### src/rtl/subunit_rr_scheduler.sv
// Round-robin owner scheduler: one registered one-hot grant, held until done/abandon, then a dead cycle.
// Optional forced release after MAX_HOLD owned cycles when SUBUNIT_SCHED_TIMEOUT_EN is defined.
module subunit_rr_scheduler #(
    parameter int NUM_REQ  = 5,
    parameter int ID_W     = 3,
    parameter int MAX_HOLD = 64
) (
    input  logic               clk,
    input  logic               rst_n,
    input  logic [NUM_REQ-1:0] req,
    input  logic [NUM_REQ-1:0] done,
    output logic [NUM_REQ-1:0] gnt,
    output logic [ID_W-1:0]    gnt_id,
    output logic               busy,
    output logic               timeout_err
);

    typedef enum logic [1:0] {
        S_IDLE = 2'd0,
        S_OWN  = 2'd1,
        S_REL  = 2'd2
    } state_t;

    state_t             r_state;
    state_t             w_state_nxt;
    logic [NUM_REQ-1:0] r_gnt;
    logic [ID_W-1:0]    r_gnt_id;
    logic [ID_W-1:0]    r_last;
    logic [ID_W-1:0]    w_winner;
    logic               w_norm_rel;
    logic               w_timeout;
    logic               w_release;
    logic               w_tout_flag;

    if ((2 ** ID_W) < NUM_REQ || NUM_REQ < 2 || MAX_HOLD < 1) begin : g_param_check
        $error("subunit_rr_scheduler: illegal parameter combination");
    end

    // First requester strictly after the last winner, wrapping modulo NUM_REQ.
    function automatic logic [ID_W-1:0] f_pick(input logic [NUM_REQ-1:0] r,
                                               input logic [ID_W-1:0]    last);
        logic [ID_W-1:0] idx;
        logic [ID_W-1:0] win;
        logic            found;
        idx   = last;
        win   = '0;
        found = 1'b0;
        for (int i = 0; i < NUM_REQ; i++) begin
            idx = (idx == ID_W'(NUM_REQ - 1)) ? '0 : idx + 1'b1;
            if (!found && r[idx]) begin
                win   = idx;
                found = 1'b1;
            end
        end
        return win;
    endfunction

    assign w_winner   = f_pick(req, r_last);
    assign w_norm_rel = (|(done & r_gnt)) | ~(|(req & r_gnt));
    assign w_release  = (r_state == S_OWN) && (w_norm_rel || w_timeout);

`ifdef SUBUNIT_SCHED_TIMEOUT_EN
    localparam int CNT_W = $clog2(MAX_HOLD + 1);

    logic [CNT_W-1:0] r_hold;
    logic             r_tout;

    // A timeout only counts when no ordinary release happens on the same edge.
    assign w_timeout   = !w_norm_rel && (r_hold == CNT_W'(MAX_HOLD - 1));
    assign w_tout_flag = r_tout;

    always_ff @(posedge clk or negedge rst_n) begin
        if (!rst_n) begin
            r_hold <= '0;
            r_tout <= 1'b0;
        end else begin
            r_tout <= (r_state == S_OWN) && w_timeout;
            if (r_state == S_IDLE) begin
                r_hold <= '0;
            end else if (r_state == S_OWN && !w_release) begin
                r_hold <= r_hold + 1'b1;
            end
        end
    end
`else
    assign w_timeout   = 1'b0;
    assign w_tout_flag = 1'b0;
`endif

    always_ff @(posedge clk or negedge rst_n) begin
        if (!rst_n) begin
            r_state <= S_IDLE;
        end else begin
            r_state <= w_state_nxt;
        end
    end

    always_comb begin
        w_state_nxt = r_state;
        case (r_state)
            S_IDLE:  if (|req) w_state_nxt = S_OWN;
            S_OWN:   if (w_release) w_state_nxt = S_REL;
            S_REL:   w_state_nxt = S_IDLE;
            default: w_state_nxt = S_IDLE;
        endcase
    end

    // Reset pointer at NUM_REQ-1 so requester 0 wins the first scan.
    always_ff @(posedge clk or negedge rst_n) begin
        if (!rst_n) begin
            r_gnt    <= '0;
            r_gnt_id <= '0;
            r_last   <= ID_W'(NUM_REQ - 1);
        end else begin
            case (r_state)
                S_IDLE: begin
                    if (|req) begin
                        r_gnt    <= NUM_REQ'(1) << w_winner;
                        r_gnt_id <= w_winner;
                        r_last   <= w_winner;
                    end
                end
                S_OWN: begin
                    if (w_release) begin
                        r_gnt    <= '0;
                        r_gnt_id <= '0;
                    end
                end
                default: ;
            endcase
        end
    end

    always_comb begin
        gnt         = r_gnt;
        gnt_id      = r_gnt_id;
        busy        = |r_gnt;
        timeout_err = w_tout_flag;
    end

endmodule

### config.mk
export PLATFORM = sky130hd
export DESIGN_NAME = subunit_rr_scheduler
export DESIGN_NICKNAME = d
export VERILOG_FILES = /design/src/rtl/subunit_rr_scheduler.sv
export SDC_FILE = /design/constraint.sdc
export NUM_CORES = 1
export LEC_CHECK = 0
export CORE_ASPECT_RATIO = 1.4
export CORE_MARGIN = 5
export CORE_UTILIZATION = 30
export DETAILED_ROUTE_END_ITERATION = 8
export PLACE_DENSITY = 0.52
export SYNTH_ARGS = -nofsm -noshare
export SYNTH_HDL_FRONTEND = slang
export SYNTH_SLANG_ARGS = --single-unit
### constraint.sdc
create_clock -name clk -period 11.7 [get_ports clk]
set_clock_uncertainty 0.1 [all_clocks]
set_input_delay 2.34 -clock clk [delete_from_list [all_inputs] [get_ports clk]]
set_output_delay 2.34 -clock clk [all_outputs]
set_load 0.02 [all_outputs]
; ---- Yosys cells after proc, flatten, opt, wreduce, memory -nomap -nowiden
; Cells that the tools add are included.
[word_totals]
ramBits = 0
reg_bits = 13
romBits = 0
memories = 0
wordCells = 78
inputBits = 12
latch_bits = 0
[op_classes]
addsub = 5
shifts = 1
order_cmp = 5
eq_ne = 8
muxes = 33
bitwise = 4
n_div = 0
mul = 0
n_reduce_logical = 18
[ops]
columns = cell, count
row1 = $mux 3, 12
row2 = $lt 3x4->1 const B, 5
row3 = $reduce_or 5->1, 4
row4 = $add 3x1->3 const B, 5
row5 = $bmux 1 s3, 5
row6 = $eq 3x3->1 const B, 5
row7 = $and 5x5->5, 2
row8 = $mux 5, 2
row9 = $pmux 5 s2, 1
row10 = $mux 1, 9
row11 = $pmux 3 s2, 1
row12 = $logic_and 1x1->1, 5
row13 = $shl 1x3->5 const A, 1
row14 = $logic_not 1->1, 4
row15 = $mux 2, 2
row16 = $ne 2x2->1 const B, 2
row17 = $pmux 2 s2, 1
row18 = $reduce_and 2->1, 2
row19 = $reduce_and 3->1, 1
row20 = $eq 2x1->1 const B, 1
row21 = $logic_not 2->1, 1
row22 = $reduce_bool 2->1, 1
row23 = $not 1->1, 1
row24 = $or 1x1->1, 1

; ---- Longest topological paths before layout
[depth]
ltp_word = 20
depth_mapped = 19

; ---- Worst setup path before layout
; No wires, ideal clock.
[synth_path]
path_kind = input port to flip-flop
startpoint = input port req[1]
endpoint = register r_gnt[2], in the netlist gnt[2]
arrival_ps = 4350
cell_stages = 10
setup_slack_ps = 7112
required_ps = 11462
setup_time_ps = 138
path_cell_list = clkbuf_1 > mux2_2 > a221oi_1 > a21boi_0 > a211oi_1 > o21ai_0 > nand2_1 > or4b_4 > a31oi_4 > o31ai_1
[synth_between]
elab_chain_cells = 18
word_cells_on_any_way = 39
cone_classes = eq/ne: 2 / shift: 1 / mux: 21 / bitwise: 3 / reduce/logical: 12
[synth_rtl]
columns = item, line
row1 = start: declaration, 10  ; input logic [NUM_REQ-1:0] req,
row2 = $bmux 1 s3, 50  ; if (!found && r[idx]) begin
row3 = $mux 1 (not written as such), 50
row4 = $mux 1, 50
row5 = $logic_not 1->1, 50
row6 = $logic_and 1x1->1, 50
row7 = $mux 1, 50
row8 = $logic_not 1->1, 50
row9 = $logic_and 1x1->1, 50
row10 = [... 2 more ...], --
row11 = $logic_and 1x1->1, 50
row12 = $mux 1, 50
row13 = $logic_not 1->1, 50
row14 = $logic_and 1x1->1, 50
row15 = $mux 3, 50
row16 = $shl 1x3->5, 118  ; r_gnt <= NUM_REQ'(1) << w_winner;
row17 = $mux 5, 117  ; if (|req) begin
row18 = $pmux 5 s2, 115  ; case (r_state)
row19 = end signal: assignment, 118
row20 = end: declaration, 26  ; logic [NUM_REQ-1:0] r_gnt;
; Parallel ways exist; a longest one is shown, timed or not. The select of a mux whose other input is x is not followed.
; A chain may end at the register's enable or synchronous reset.

; ---- Final worst setup path
[layout_path]
startpoint = register r_last[0]
endpoint = register r_gnt[0], in the netlist gnt[0]
[layout_between]
elab_chain_cells = 20
word_cells_on_any_way = 45
cone_classes = add/sub: 5 / eq/ne: 5 / shift: 1 / mux: 26 / reduce/logical: 8
[layout_rtl]
columns = item, line
row1 = start: declaration, 28  ; logic [ID_W-1:0] r_last;
row2 = start signal: assignment, 113  ; r_last <= ID_W'(NUM_REQ - 1);
row3 = start signal: assignment, 120  ; r_last <= w_winner;
row4 = $add 3x1->3 / $eq 3x3->1 (equally long branches), 49  ; idx = (idx == ID_W'(NUM_REQ - 1)) ? '0 : idx + 1'b1;
row5 = $mux 3 *, 49
row6 = branches (longest 14 deep; another with $add 3x1->3), --
row7 = $mux 3 *, 50
row8 = $shl 1x3->5 *, 118
row9 = $mux 5 *, 117
row10 = $pmux 5 s2 *, 115
; Every way passes the cells marked *. The select of a mux whose other input is x is not followed.

==> summary.txt <==
STA
  – Slew Limit Headroom: 49.61%
  – Tmin final: between 5 and 6 ns
  – Setup TNS: 0 ns
  – Period utilization: between 40 and 50%
  – Fmax: slightly below 0.2 GHz
  – Setup violators final: 0
  – Final-report hold violation count: 0
  – Final Slew Violations: 0
  – Worst-Margin Slew: between 0.7 and 0.8 ns
  – RSZ-0062 raised after global routing: no

Clock tree
  – Clk slew on worst S/H paths: around 0.06 ns
  – Post-CTS Setup Inserts: 0
  – Post-CTS Resized: 0
  – Root Driver: clkbuf_8
  – # H-tree levels: 1
  – Worst-skew pair later-pin latency: between 0.2 and 0.25 ns
  – Maximum clock path buffer count: 2
  – Hold-fix buffers at CTS: 0
  – Number of CTS-inserted buffers: 3
  – CTS Sinks: 13
  – TritonCTS clock tree: done

Final layout
  – FILL cells: roughly 550
  – Commonest non-fill, non-tap cell in the layout: nand2_1
  – # diodes: 0
  – Commonest non-fill, non-tap cells in the layout: nand2_1 (26), clkdlybuf4s50_1 (20), a21oi_1 (12), dfrtp_1 (12), nor2_1 (8)
  – Layout overhead on the synthesized area: 17.44%
  – Fraction of layout cells with a size suffix above 1: 10.00%
  – Nets: approximately 220
  – Core Util, Final: 36.44%

Worst hold path
  – Hold Crit Class: flop to flop
  – WHS Path Cells: 1
  – Worst Hold End: gnt_id[2]$_DFFE_PN0P_
  – Hold path startpoint: gnt_id[2]$_DFFE_PN0P_

Floorplan
  – Die Ht: around 94 microns
  – Die Width: between 70 and 80 microns
  – Row count: 30
  – Initial Util: 31.03%
  – CORE AREA: 4880 sq um
  – Die area: ~6600 sq um
  – Ports: 22

Routing
  – Total wire length: slightly above 4 mm
  – Routed WL per cell: 15.59 microns
  – First DRT Iteration DRCs: 52
  – ANT nets after route: 0
  – Via count: 1468
  – Drt pass-1 iters: 4
  – Vias/cell: 5.561
  – DRC violations left: 0

Logic synthesis
  – Synth Area in Simple Gates: approximately a quarter
  – Post-Syn Area: between 1500 and 2000 sq um
  – Synthesized Nets: 203
  – Compound-Gate Fraction of Synth Area: 31.65%
  – Post-synthesis sequential area ratio: between 20 and 25%
  – Largest family of logic cells by synthesized area: compound AO/OA/AOI/OAI gates
  – Post-synth ARST share: 100.0%
  – Post-synth cell types: 56
  – Syn avg cell area: 8.184 sq um
  – Syn Inst Count: 185
  – Synth Area in Adders: roughly 5.0%
  – Post-synthesis mux area share: a little over a tenth
  – Top_reg_cell synth: dfrtp_1
  – Synth warnings: 0
  – EDFF count, synth: 0
  – Yosys reg bits: 13
  – Post-synthesis xor/xnor area fraction: between 1 and 1.5%

Critical path
  – R2R cell count: 16
  – Critical path peak fanout: 16
  – Reg2reg end: gnt[0]$_DFFE_PN0P_
  – Worst EP required: roughly 12 ns
  – Startpoint types: flop
  – R2r setup slk: approximately 6.5 ns
  – WP data arrival: 5.19 ns
  – Reg-to-reg startpoint: r_last[0]$_DFFE_PN0P_
  – Crit end category: flop
  – Crit path kind: flop to flop

Status
  – Status: finished, final reports clean

GRT
  – Overall Global Routing Usage: about an eighth
  – Pin count of the biggest net entering global routing: 22
  – Vias in the first global route: between 1000 and 1500
  – First-pass GRT wire length: between 7 and 8 mm
  – Gr ovfl total: 0
  – Initial antenna violation count: 0

Placed design
  – Gp weighted congestion: ~0.82
  – DP HPWL: between 3 and 4 mm
  – IO Port Bufs: 20

Flow run
  – Max-cap violation count: 0
[layer usage]
layer / global-route usage, % / vias up / part of all wire (%)
li1: - / 730 / -
met5: 0 / - / 0
met4: 3.195 / 0 / 1.0
met2: 23.26 / 28 / 52
met3: 1.713 / 6 / 2.8
met1: 16.59 / 704 / 44
[Yosys cell counts, types with 2 or more instances]
cell type	count	area share [%]
o21bai_1	2	0.99
inv_1	6	1.5
o22a_1	2	1.2
nand2_1	26	6.4
nor4_1	2	0.83
nor3b_1	2	0.99
mux2_2	7	5.2
and2_1	3	1.2
a221oi_1	3	1.7
mux2i_1	6	4.0
nand3_1	4	1.3
nand4_1	3	1.2
nand2b_1	6	2.5
a22oi_1	2	0.99
a21o_1	5	2.5
nor4b_1	2	1.2
o31a_1	2	1.2
xnor2_1	2	1.2
a21oi_1	12	4.0
dfrtp_1	12	20
a21boi_0	2	0.99
nor2b_1	2	0.83
inv_2	2	0.50
o31ai_1	3	1.5
a22o_1	2	1.2
clkbuf_1	3	0.74
buf_4	3	1.5
or3_1	2	0.83
a211oi_1	4	2.0
o21ai_1	4	1.3
o22ai_1	2	0.83
buf_6	2	1.5
nor2_1	8	2.0
ha_1	6	5.0
o21ai_0	7	2.3
nor3_1	4	1.3
[critical path: stages, from the launching register on]
cell     delay, ns
dfrtp_1       0.72
inv_2         0.14
ha_1          0.62
nand2_1       0.20
ha_1          0.33
o21ai_1       0.17
a22oi_2       0.10
ha_1          0.29
nor3b_1       0.17
o21ai_0       0.12
nand3_2       0.14
mux2i_1       0.42
mux2_2        0.38
o31a_1        0.25
o31ai_1       0.57
nor3_1        0.11
a22o_1        0.20
[cell type report]
type / instances / area, sq um / share of cell area [%]
Sequential cell: 13 / 326.6 / 18.37
Tap cell: 64 / 80.08 / 4.504
Timing Repair Buffer: 20 / 200.2 / 11.26
Multi-Input combinational cell: 155 / 1096 / 61.65
Inverter: 8 / 30.03 / 1.689
Clock buffer: 4 / 45.04 / 2.533
[cell families (layout without fill, tap and decap cells)]
group / Yosys count / after routing
AND/OR/NAND/NOR: 69 / 69
AO/OA/AOI/OAI: 63 / 63
buffers and inverters: 17 / 32
multiplexers: 14 / 14
flip-flops: 13 / 13
adder cells (fa/ha/maj): 6 / 6
XOR/XNOR: 2 / 2
other: 1 / 1
[sequential cells by signal, summed over array words and instances (netlist names)]
| register | cells |
|---|---|
| gnt | 5 |
| gnt_id | 3 |
| r_last | 3 |
| r_state | 2 |
[per-stage QoR]
stage / instances / setup WS [ns] / area (sq um) / hold slack, ns
floorplan: 185 / 7.112 / 1514 / 0.4110
global placement: 260 / 6.365 / 1733 / 0.3630
detailed placement: 260 / 6.349 / 1733 / 0.3652
CTS: 264 / 6.511 / 1778 / 0.3780
global route: 264 / 6.068 / 1778 / 0.4315
finish: 264 / 6.544 / 1778 / 0.3737
[how the worst max path moves through the flow]
stage	start	to	slack, ns	depth (start not counted)
floorplan	req[1]	gnt[2]$_DFFE_PN0P_	7.11	10
global placement	req[1]	gnt[3]$_DFFE_PN0P_	6.37	10
detailed placement	req[1]	gnt[0]$_DFFE_PN0P_	6.35	10
CTS	r_last[0]$_DFFE_PN0P_	gnt[0]$_DFFE_PN0P_	6.51	16
global route	r_last[0]$_DFFE_PN0P_	gnt[3]$_DFFE_PN0P_	6.07	16
finish	r_last[0]$_DFFE_PN0P_	gnt[0]$_DFFE_PN0P_	6.54	16
Power is not shown: default switching activity piles up to over one toggle a cycle in this logic, so the estimate is an artifact.
